`config.mk`:
```
export PLATFORM = sky130hd
export DESIGN_NAME = tjrpu_mem_arbiter
export DESIGN_NICKNAME = d
export VERILOG_FILES = /design/src/rtl/tjrpu_pkg.sv /design/src/rtl/tjrpu_rr_arb2.sv /design/src/rtl/tjrpu_mem_arbiter.sv
export SDC_FILE = /design/constraint.sdc
export NUM_CORES = 1
export LEC_CHECK = 0
export BUFFER_PORTS_ARGS = -buffer_cell sky130_fd_sc_hd__buf_2
export CAP_MARGIN = 20
export CORE_AREA = 3 3 104 106
export DETAILED_ROUTE_END_ITERATION = 10
export DIE_AREA = 0 0 107 109
export GPL_TIMING_DRIVEN = 1
export HOLD_SLACK_MARGIN = 0.06
export PLACE_DENSITY = 0.68
export SLEW_MARGIN = 10
export SYNTH_ARGS = -nofsm -noshare
export SYNTH_HDL_FRONTEND = slang
export SYNTH_SLANG_ARGS = --single-unit
```
`constraint.sdc`:
```
create_clock -name wb_clk_i -period 1.4 [get_ports wb_clk_i]
set_clock_uncertainty 0.1 [all_clocks]
set_input_delay 0 -clock wb_clk_i [delete_from_list [all_inputs] [get_ports wb_clk_i]]
set_output_delay 0 -clock wb_clk_i [all_outputs]
set_load 0.02 [all_outputs]
```
`src/rtl/tjrpu_pkg.sv`:
```
// Shared types and constants for the tjrpu memory subsystem.
// Optional build macro used by tjrpu_mem_arbiter: TJRPU_MEM_WBERR_EN.
package tjrpu_pkg;

    // Arbiter sequencing states: one SRAM access takes exactly three cycles.
    typedef enum logic [1:0] {
        IDLE   = 2'd0,
        ACCESS = 2'd1,
        RESP   = 2'd2
    } arb_state_t;

    // Identity of the requester that owns (or last owned) the SRAM.
    typedef enum logic {
        GNT_WB   = 1'b0,
        GNT_CORE = 1'b1
    } arb_src_t;

    // Bit positions of each requester in the two-bit request/grant vectors.
    localparam int LANE_WB   = 0;
    localparam int LANE_CORE = 1;

    // Wishbone byte address of SRAM word 0.
    localparam logic [31:0] MEM_BASE_ADDR = 32'h3000_0000;

endpackage

```
`src/rtl/tjrpu_rr_arb2.sv`:
```
// Two-requester round-robin arbiter, purely combinational.
// A lone requester always wins; on a tie the requester that did not win
// last time is granted. Grant is one-hot or zero.
module tjrpu_rr_arb2
    import tjrpu_pkg::*;
(
    input  logic [1:0] req,
    input  arb_src_t   last_grant,
    output logic [1:0] gnt
);

    for (genvar gi = 0; gi < 2; gi++) begin : g_lane
        localparam arb_src_t LANE_SRC = (gi == LANE_WB) ? GNT_WB : GNT_CORE;
        // A lane wins when it asks and either the other lane is quiet or it is this lane's turn.
        assign gnt[gi] = req[gi] & (~req[1 - gi] | (last_grant != LANE_SRC));
    end

endmodule

```
`src/rtl/tjrpu_mem_arbiter.sv`:
```
// Shares the single-port data SRAM between the Caravel Wishbone slave port and
// the tile core memory port. Each access runs IDLE -> ACCESS -> RESP with no
// overlap; arbitration is a fair 2-way round robin.
// Optional build macro: TJRPU_MEM_WBERR_EN -- when defined, out-of-window
// Wishbone accesses terminate with wbs_err_o instead of a zero-data ack.
module tjrpu_mem_arbiter
    import tjrpu_pkg::*;
#(
    parameter int          ADDR_W    = 10,
    parameter int          DATA_W    = 32,
    parameter logic [31:0] BASE_ADDR = MEM_BASE_ADDR
) (
    input  logic                  wb_clk_i,
    input  logic                  wb_rst_i,
    input  logic                  wbs_cyc_i,
    input  logic                  wbs_stb_i,
    input  logic                  wbs_we_i,
    input  logic [DATA_W/8-1:0]   wbs_sel_i,
    input  logic [31:0]           wbs_adr_i,
    input  logic [DATA_W-1:0]     wbs_dat_i,
    output logic                  wbs_ack_o,
`ifdef TJRPU_MEM_WBERR_EN
    output logic                  wbs_err_o,
`endif
    output logic [DATA_W-1:0]     wbs_dat_o,
    input  logic                  core_req_i,
    input  logic                  core_we_i,
    input  logic [DATA_W/8-1:0]   core_sel_i,
    input  logic [ADDR_W-1:0]     core_adr_i,
    input  logic [DATA_W-1:0]     core_wdata_i,
    output logic                  core_gnt_o,
    output logic                  core_rvalid_o,
    output logic [DATA_W-1:0]     core_rdata_o,
    output logic                  mem_en_o,
    output logic [DATA_W/8-1:0]   mem_we_o,
    output logic [ADDR_W-1:0]     mem_adr_o,
    output logic [DATA_W-1:0]     mem_wdata_o,
    input  logic [DATA_W-1:0]     mem_rdata_i
);

    localparam int          SEL_W        = DATA_W / 8;
    localparam logic [31:0] WINDOW_BYTES = 32'd4 << ADDR_W;

    arb_state_t          state_reg;
    arb_src_t            last_grant_reg;
    arb_src_t            src_reg;
    logic                we_reg;
    logic [SEL_W-1:0]    sel_reg;
    logic [ADDR_W-1:0]   adr_reg;
    logic [DATA_W-1:0]   wdata_reg;
    logic                oow_reg;
    logic                abort_reg;

    logic [31:0]         wb_off;
    logic                in_window;
    logic                wb_bid_any;
    logic                wb_req;
    logic                wb_oow;
    logic                core_bid;
    logic [1:0]          arb_req;
    logic [1:0]          arb_gnt;
    logic                resp_live;
    logic                wb_resp;
    logic                core_rd_resp;

    // Offset into the SRAM window; the unsigned compare also rejects addresses below the base.
    assign wb_off    = wbs_adr_i - BASE_ADDR;
    assign in_window = wb_off < WINDOW_BYTES;

    // Requests are only considered in IDLE and never while reset is asserted.
    assign wb_bid_any = wbs_cyc_i & wbs_stb_i & (state_reg == IDLE) & ~wb_rst_i;
    assign wb_req     = wb_bid_any & in_window;
    assign wb_oow     = wb_bid_any & ~in_window;
    assign core_bid   = core_req_i & (state_reg == IDLE) & ~wb_rst_i;

    // Out-of-window Wishbone cycles still take a turn in the round robin so a
    // misbehaving master cannot starve the core or jump the queue.
    assign arb_req[LANE_WB]   = wb_req | wb_oow;
    assign arb_req[LANE_CORE] = core_bid;

    tjrpu_rr_arb2 u_rr_arb2 (
        .req        (arb_req),
        .last_grant (last_grant_reg),
        .gnt        (arb_gnt)
    );

    // The core sees its grant in the same cycle the decision is made.
    assign core_gnt_o = arb_gnt[LANE_CORE];

    // Sequencer: latch the winner's request in IDLE, then walk ACCESS and RESP.
    always_ff @(posedge wb_clk_i) begin
        if (wb_rst_i) begin
            state_reg      <= IDLE;
            last_grant_reg <= GNT_CORE;
            src_reg        <= GNT_WB;
            we_reg         <= 1'b0;
            sel_reg        <= '0;
            adr_reg        <= '0;
            wdata_reg      <= '0;
            oow_reg        <= 1'b0;
            abort_reg      <= 1'b0;
        end else begin
            case (state_reg)
                IDLE: begin
                    abort_reg <= 1'b0;
                    if (arb_gnt[LANE_WB]) begin
                        src_reg        <= GNT_WB;
                        last_grant_reg <= GNT_WB;
                        we_reg         <= wbs_we_i;
                        sel_reg        <= wbs_sel_i;
                        adr_reg        <= wb_off[ADDR_W+1:2];
                        wdata_reg      <= wbs_dat_i;
                        oow_reg        <= ~in_window;
                        // Out-of-window cycles skip the SRAM entirely.
                        state_reg      <= in_window ? ACCESS : RESP;
                    end else if (arb_gnt[LANE_CORE]) begin
                        src_reg        <= GNT_CORE;
                        last_grant_reg <= GNT_CORE;
                        we_reg         <= core_we_i;
                        sel_reg        <= core_sel_i;
                        adr_reg        <= core_adr_i;
                        wdata_reg      <= core_wdata_i;
                        oow_reg        <= 1'b0;
                        state_reg      <= ACCESS;
                    end
                end
                ACCESS: begin
                    // A master dropping cyc here abandons the cycle; the SRAM op still happens.
                    if (src_reg == GNT_WB && !wbs_cyc_i) begin
                        abort_reg <= 1'b1;
                    end
                    state_reg <= RESP;
                end
                RESP: begin
                    state_reg <= IDLE;
                end
                default: begin
                    state_reg <= IDLE;
                end
            endcase
        end
    end

    // SRAM port: driven only in ACCESS; reset in that cycle squashes the operation.
    always_comb begin
        mem_en_o    = 1'b0;
        mem_we_o    = '0;
        mem_adr_o   = '0;
        mem_wdata_o = '0;
        if (state_reg == ACCESS && !wb_rst_i) begin
            mem_en_o    = 1'b1;
            mem_we_o    = we_reg ? sel_reg : '0;
            mem_adr_o   = adr_reg;
            mem_wdata_o = wdata_reg;
        end
    end

    assign resp_live    = (state_reg == RESP) & ~wb_rst_i;
    assign wb_resp      = resp_live & (src_reg == GNT_WB) & ~abort_reg & wbs_cyc_i;
    assign core_rd_resp = resp_live & (src_reg == GNT_CORE) & ~we_reg;

    // Response pulses in RESP; SRAM read data passes straight through with the pulse.
    always_comb begin
`ifdef TJRPU_MEM_WBERR_EN
        wbs_ack_o = wb_resp & ~oow_reg;
        wbs_err_o = wb_resp & oow_reg;
`else
        wbs_ack_o = wb_resp;
`endif
        wbs_dat_o     = (wb_resp && !oow_reg && !we_reg) ? mem_rdata_i : '0;
        core_rvalid_o = core_rd_resp;
        core_rdata_o  = core_rd_resp ? mem_rdata_i : '0;
    end

endmodule

```
==> metrics.txt <==
# TYPE chip_impl_metric gauge
chip_impl_info{name="outcome",value="complete, but fails checks"} 1
chip_impl_metric{name="drv.max_cap_violation_count",unit=""} 0
chip_impl_info{name="violations_in_the_final_reports",value="setup timing"} 1
chip_impl_metric{name="cts-buffers-inserted",unit=""} 5
chip_impl_metric{name="synthCells",unit=""} 372
chip_impl_metric{name="area_delta_synth_final",unit="%"} 174
chip_impl_metric{name="cp_max_fo",unit=""} 8
chip_impl_info{name="final_common_cell",value="sky130_fd_sc_hd__buf_2"} 1
chip_impl_metric{name="r2r.worst_path.cells",unit=""} 8
chip_impl_metric{name="largest_register_ffs",unit=""} 32
chip_impl_metric{name="synth.distinct_cells",unit=""} 30
chip_impl_metric{name="critPathArrivalTime",unit="ps"} 1990
chip_impl_info{name="cp-start-kind",value="flip-flop"} 1
chip_impl_info{name="timing.critical_path.max_delay_family",value="simple AND/OR/NAND/NOR gates"} 1
chip_impl_metric{name="avgViaCountPerCell",unit=""} 5.37
chip_impl_metric{name="synth_area",unit="µm²"} 2980
chip_impl_metric{name="detail_route.first_pass.iterations",unit=""} 4
chip_impl_info{name="layout.cells.most_common_list",value="sky130_fd_sc_hd__buf_2 (150), sky130_fd_sc_hd__buf_6 (127), sky130_fd_sc_hd__dlygate4sd3_1 (114)"} 1
chip_impl_metric{name="slew_viol_final",unit=""} 0
chip_impl_metric{name="finalWirelength",unit="mm"} 20.9
chip_impl_metric{name="async_flop_share",unit="%"} 0
chip_impl_metric{name="highest_clock_rate",unit="MHz"} 531
chip_impl_metric{name="fin_cells",unit=""} 927
chip_impl_metric{name="final_tns_setup",unit="ps"} -55130
chip_impl_metric{name="multiInputGateArea",unit="µm²"} 2690
chip_impl_metric{name="max_slew.worst_pin.slew",unit="ps"} 756
chip_impl_metric{name="ctsHoldBuffers",unit=""} 114
chip_impl_metric{name="largest_vdd_supply_drop",unit="mV"} 0.530
chip_impl_metric{name="synth_warnings",unit=""} 0
chip_impl_metric{name="grt_first_pass_wirelength",unit="mm"} 27.7
chip_impl_info{name="crit_path_frequent_cell",value="sky130_fd_sc_hd__buf_6"} 1
chip_impl_info{name="capture_point_of_the_worst_path",value="adr_reg[1]"} 1
chip_impl_metric{name="power_dens_cells",unit="nW/µm²"} 596
chip_impl_metric{name="storage_element_area",unit="µm²"} 1070
chip_impl_metric{name="fp.coreArea",unit="µm²"} 9860
chip_impl_metric{name="starting_density_of_the_core",unit="%"} 30.2
chip_impl_metric{name="drc_errors",unit=""} 0
chip_impl_metric{name="track_usage",unit="%"} 30.8
chip_impl_info{name="root_buffer",value="sky130_fd_sc_hd__clkbuf_8"} 1
chip_impl_metric{name="slew_headroom",unit="%"} 49.6
chip_impl_metric{name="ys_ff_latch",unit=""} 53
chip_impl_metric{name="worstSetupPathDepth",unit=""} 8
chip_impl_metric{name="cpPeakStageDelay",unit="ps"} 370
chip_impl_metric{name="critical_path_buf_inv_count",unit=""} 4
chip_impl_metric{name="insertion_delay",unit="ps"} 300
chip_impl_metric{name="pwr-share-comb",unit="%"} 45.1
chip_impl_metric{name="final_layout_size_suffix_gt1_share",unit="%"} 65.1
chip_impl_info{name="ys.flop_type",value="sky130_fd_sc_hd__dfxtp_1"} 1
chip_impl_metric{name="maximum_number_of_pins_on_one_net_before_global_route_repair",unit=""} 48
chip_impl_metric{name="design.die.area",unit="µm²"} 11700
chip_impl_metric{name="cts.clk_slew.worst_paths",unit="ps"} 100
chip_impl_metric{name="syn_area_per_cell",unit="µm²"} 8.00
chip_impl_metric{name="chipHeight",unit="µm"} 109
chip_impl_metric{name="worst_hold_slack",unit="ps"} 19.8
chip_impl_metric{name="syn_nets",unit=""} 525
chip_impl_info{name="source_of_the_worst_register_to_register_timing_path",value="state_reg[1]"} 1
chip_impl_info{name="critical_path.cell_chain",value="buf_6 -> nor3_4 -> buf_6 -> and2b_4 -> buf_6 -> buf_12 -> o22ai_2 -> nor3_1"} 1
chip_impl_metric{name="wl_per_cell",unit="µm"} 22.6
chip_impl_info{name="critical_path.startpoint",value="state_reg[1]"} 1
chip_impl_metric{name="yosysSeqAreaShare",unit="%"} 35.6
chip_impl_metric{name="timing.final.setup_violations",unit=""} 165
chip_impl_metric{name="total_power",unit="mW"} 4.85
chip_impl_metric{name="congestion_overflow_gr",unit=""} 0
chip_impl_metric{name="power.share.sequential",unit="%"} 37.5
chip_impl_metric{name="ctsHtreeMaxLevel",unit=""} 2
chip_impl_metric{name="tritoncts_num_sinks",unit=""} 53
chip_impl_metric{name="die_w",unit="µm"} 107
chip_impl_metric{name="place.detailed.hpwl",unit="mm"} 8.53
chip_impl_metric{name="antenna_violations_before_repair",unit=""} 3
chip_impl_metric{name="internal_power",unit="mW"} 3.25
chip_impl_metric{name="antenna_nets_post_route",unit=""} 0
chip_impl_metric{name="postLayoutCoreUtil",unit="%"} 82.6
chip_impl_metric{name="post-route-min-period",unit="ps"} 1880
chip_impl_metric{name="switching_share_of_total_power",unit="%"} 33.0
chip_impl_info{name="worstHoldPathType",value="in2reg"} 1
chip_impl_info{name="crit_slowest_cell",value="sky130_fd_sc_hd__dfxtp_4"} 1
chip_impl_metric{name="num-fill-cells",unit=""} 521
chip_impl_info{name="critical_path.reg2reg.endpoint",value="adr_reg[1]"} 1
chip_impl_metric{name="clock_buffer_depth",unit=""} 2
chip_impl_metric{name="crit_required",unit="ps"} 1510
chip_impl_metric{name="place.port_buffers",unit=""} 264
chip_impl_info{name="cts_tree",value="done"} 1
chip_impl_info{name="grt_setup_unrepaired",value="true"} 1
chip_impl_info{name="critPathKind",value="reg2reg"} 1
chip_impl_metric{name="finalWeightedCongestion",unit=""} 0.781
chip_impl_metric{name="number_of_nets_in_the_layout",unit=""} 944
chip_impl_metric{name="grt_pass1_vias",unit=""} 5351
chip_impl_metric{name="hold_violations",unit=""} 0
chip_impl_metric{name="sw_pwr",unit="mW"} 1.60
chip_impl_metric{name="rows",unit=""} 36
chip_impl_metric{name="share_clk_of_total_power",unit="%"} 17.4
chip_impl_info{name="worstSetupEndpointType",value="flip-flop"} 1
chip_impl_metric{name="reg2reg_setup_slack",unit="ps"} -480
chip_impl_metric{name="dp_cells",unit=""} 755
chip_impl_metric{name="pin_count",unit=""} 267
chip_impl_metric{name="synth_edf_count",unit=""} 0
chip_impl_metric{name="min_period_over_period",unit="%"} 135
chip_impl_metric{name="fin_ws",unit="ps"} -484
chip_impl_metric{name="vias",unit=""} 4980
chip_impl_metric{name="drtIter0Drc",unit=""} 354
chip_impl_metric{name="total_leakage_power",unit="nW"} 3.70
==> worst min-delay path by stage <==
stage	start	endpoint	slack (ps)	cells past startpoint
floorplan	mem_rdata_i[12]	wbs_dat_o[12]	40	1
global placement	core_wdata_i[6]	wdata_reg[6]	140	3
detailed placement	core_wdata_i[10]	wdata_reg[10]	150	3
CTS	wbs_adr_i[14]	state_reg[1]	20	5
global route	wbs_adr_i[15]	state_reg[1]	70	5
finish	wbs_adr_i[31]	state_reg[1]	20	5
==> per-layer routing <==
| layer | part of all wire [%] | GRT usage (%) | wire length [µm] |
|---|---|---|---|
| met5 | 0 | 0 | 0 |
| met4 | 7.6 | 26.8 | 1600 |
| met3 | 6.8 | 7.34 | 1410 |
| met2 | 53 | 56.5 | 11100 |
| met1 | 33 | 28.6 | 6860 |
==> power groups by stage <==
| stage | clock network [mW] | logic (mW) | registers (mW) |
|---|---|---|---|
| 3_3_place_gp | 0 | 0.942 | 1.76 |
| 5_1_grt | 0.904 | 2.29 | 1.83 |
| 3_5_place_dp | 0 | 0.965 | 1.77 |
| 4_1_cts | 0.833 | 1.80 | 1.76 |
| 6_report | 0.843 | 2.19 | 1.82 |
| 2_1_floorplan | 0 | 0.551 | 1.75 |
==> cell type report <==
type	instances	share of cell area (%)
timing repair buffer	444	50.7
multi-input combinational	285	33.0
sequential	53	13.1
tap	133	2.04
clock buffer	5	0.845
inverter	2	0.154
antenna	4	0.123
clock inverter	1	0.0614
==> metrics by stage <==
step                setup slack, ps  instance area, µm²
detailed placement             -174                4580
CTS                            -405                7470
floorplan                     -27.2                3050
finish                         -484                8150
global placement              -93.5                4580
global route                   -524                8150
==> cell usage after synthesis (2+ instances only) <==
cell type	count	area, µm²
sky130_fd_sc_hd__buf_4	3	22.5
sky130_fd_sc_hd__clkbuf_1	12	45.0
sky130_fd_sc_hd__nand3_1	3	15.0
sky130_fd_sc_hd__and3_1	4	25.0
sky130_fd_sc_hd__o22ai_1	38	238
sky130_fd_sc_hd__nand2b_1	2	12.5
sky130_fd_sc_hd__inv_1	2	7.51
sky130_fd_sc_hd__nor2_1	52	195
sky130_fd_sc_hd__nor3_2	9	90.1
sky130_fd_sc_hd__buf_6	3	33.8
sky130_fd_sc_hd__nor3_1	42	210
sky130_fd_sc_hd__clkbuf_2	6	30.0
sky130_fd_sc_hd__nor4_1	4	25.0
sky130_fd_sc_hd__a21oi_1	4	20.0
sky130_fd_sc_hd__buf_2	7	35.0
sky130_fd_sc_hd__dfxtp_1	53	1060
sky130_fd_sc_hd__and2_1	107	669
sky130_fd_sc_hd__o22ai_2	9	113
==> what timing repair did <==
item | CTS | global route
gates resized for setup | 307 | 179
pin swaps | 117 | 30
setup endpoints to repair | 162 | 165
cloned | 20 | 1
endpoints found under the hold margin | 53 | 1
buffers inserted | 29 | 11
==> cells by family (layout without fill, tap and decap cells) <==
group           after synthesis  count (layout)  share of synthesized area [%]
compound gates               55              55                           13.7
flops                        53              53                           35.6
buf+inv                      34             452                           6.34
other cells                   0               4                              0
simple gates                230             230                           44.3
==> worst register-to-register path: stages (launching register included) <==
cell and delay [ps]:
sky130_fd_sc_hd__dfxtp_4 370, sky130_fd_sc_hd__buf_6 120, sky130_fd_sc_hd__nor3_4 230, sky130_fd_sc_hd__buf_6 140
sky130_fd_sc_hd__and2b_4 220, sky130_fd_sc_hd__buf_6 120, sky130_fd_sc_hd__buf_12 150, sky130_fd_sc_hd__o22ai_2 90
sky130_fd_sc_hd__nor3_1 240
No activity file was read; power rests on OpenSTA's default activity.
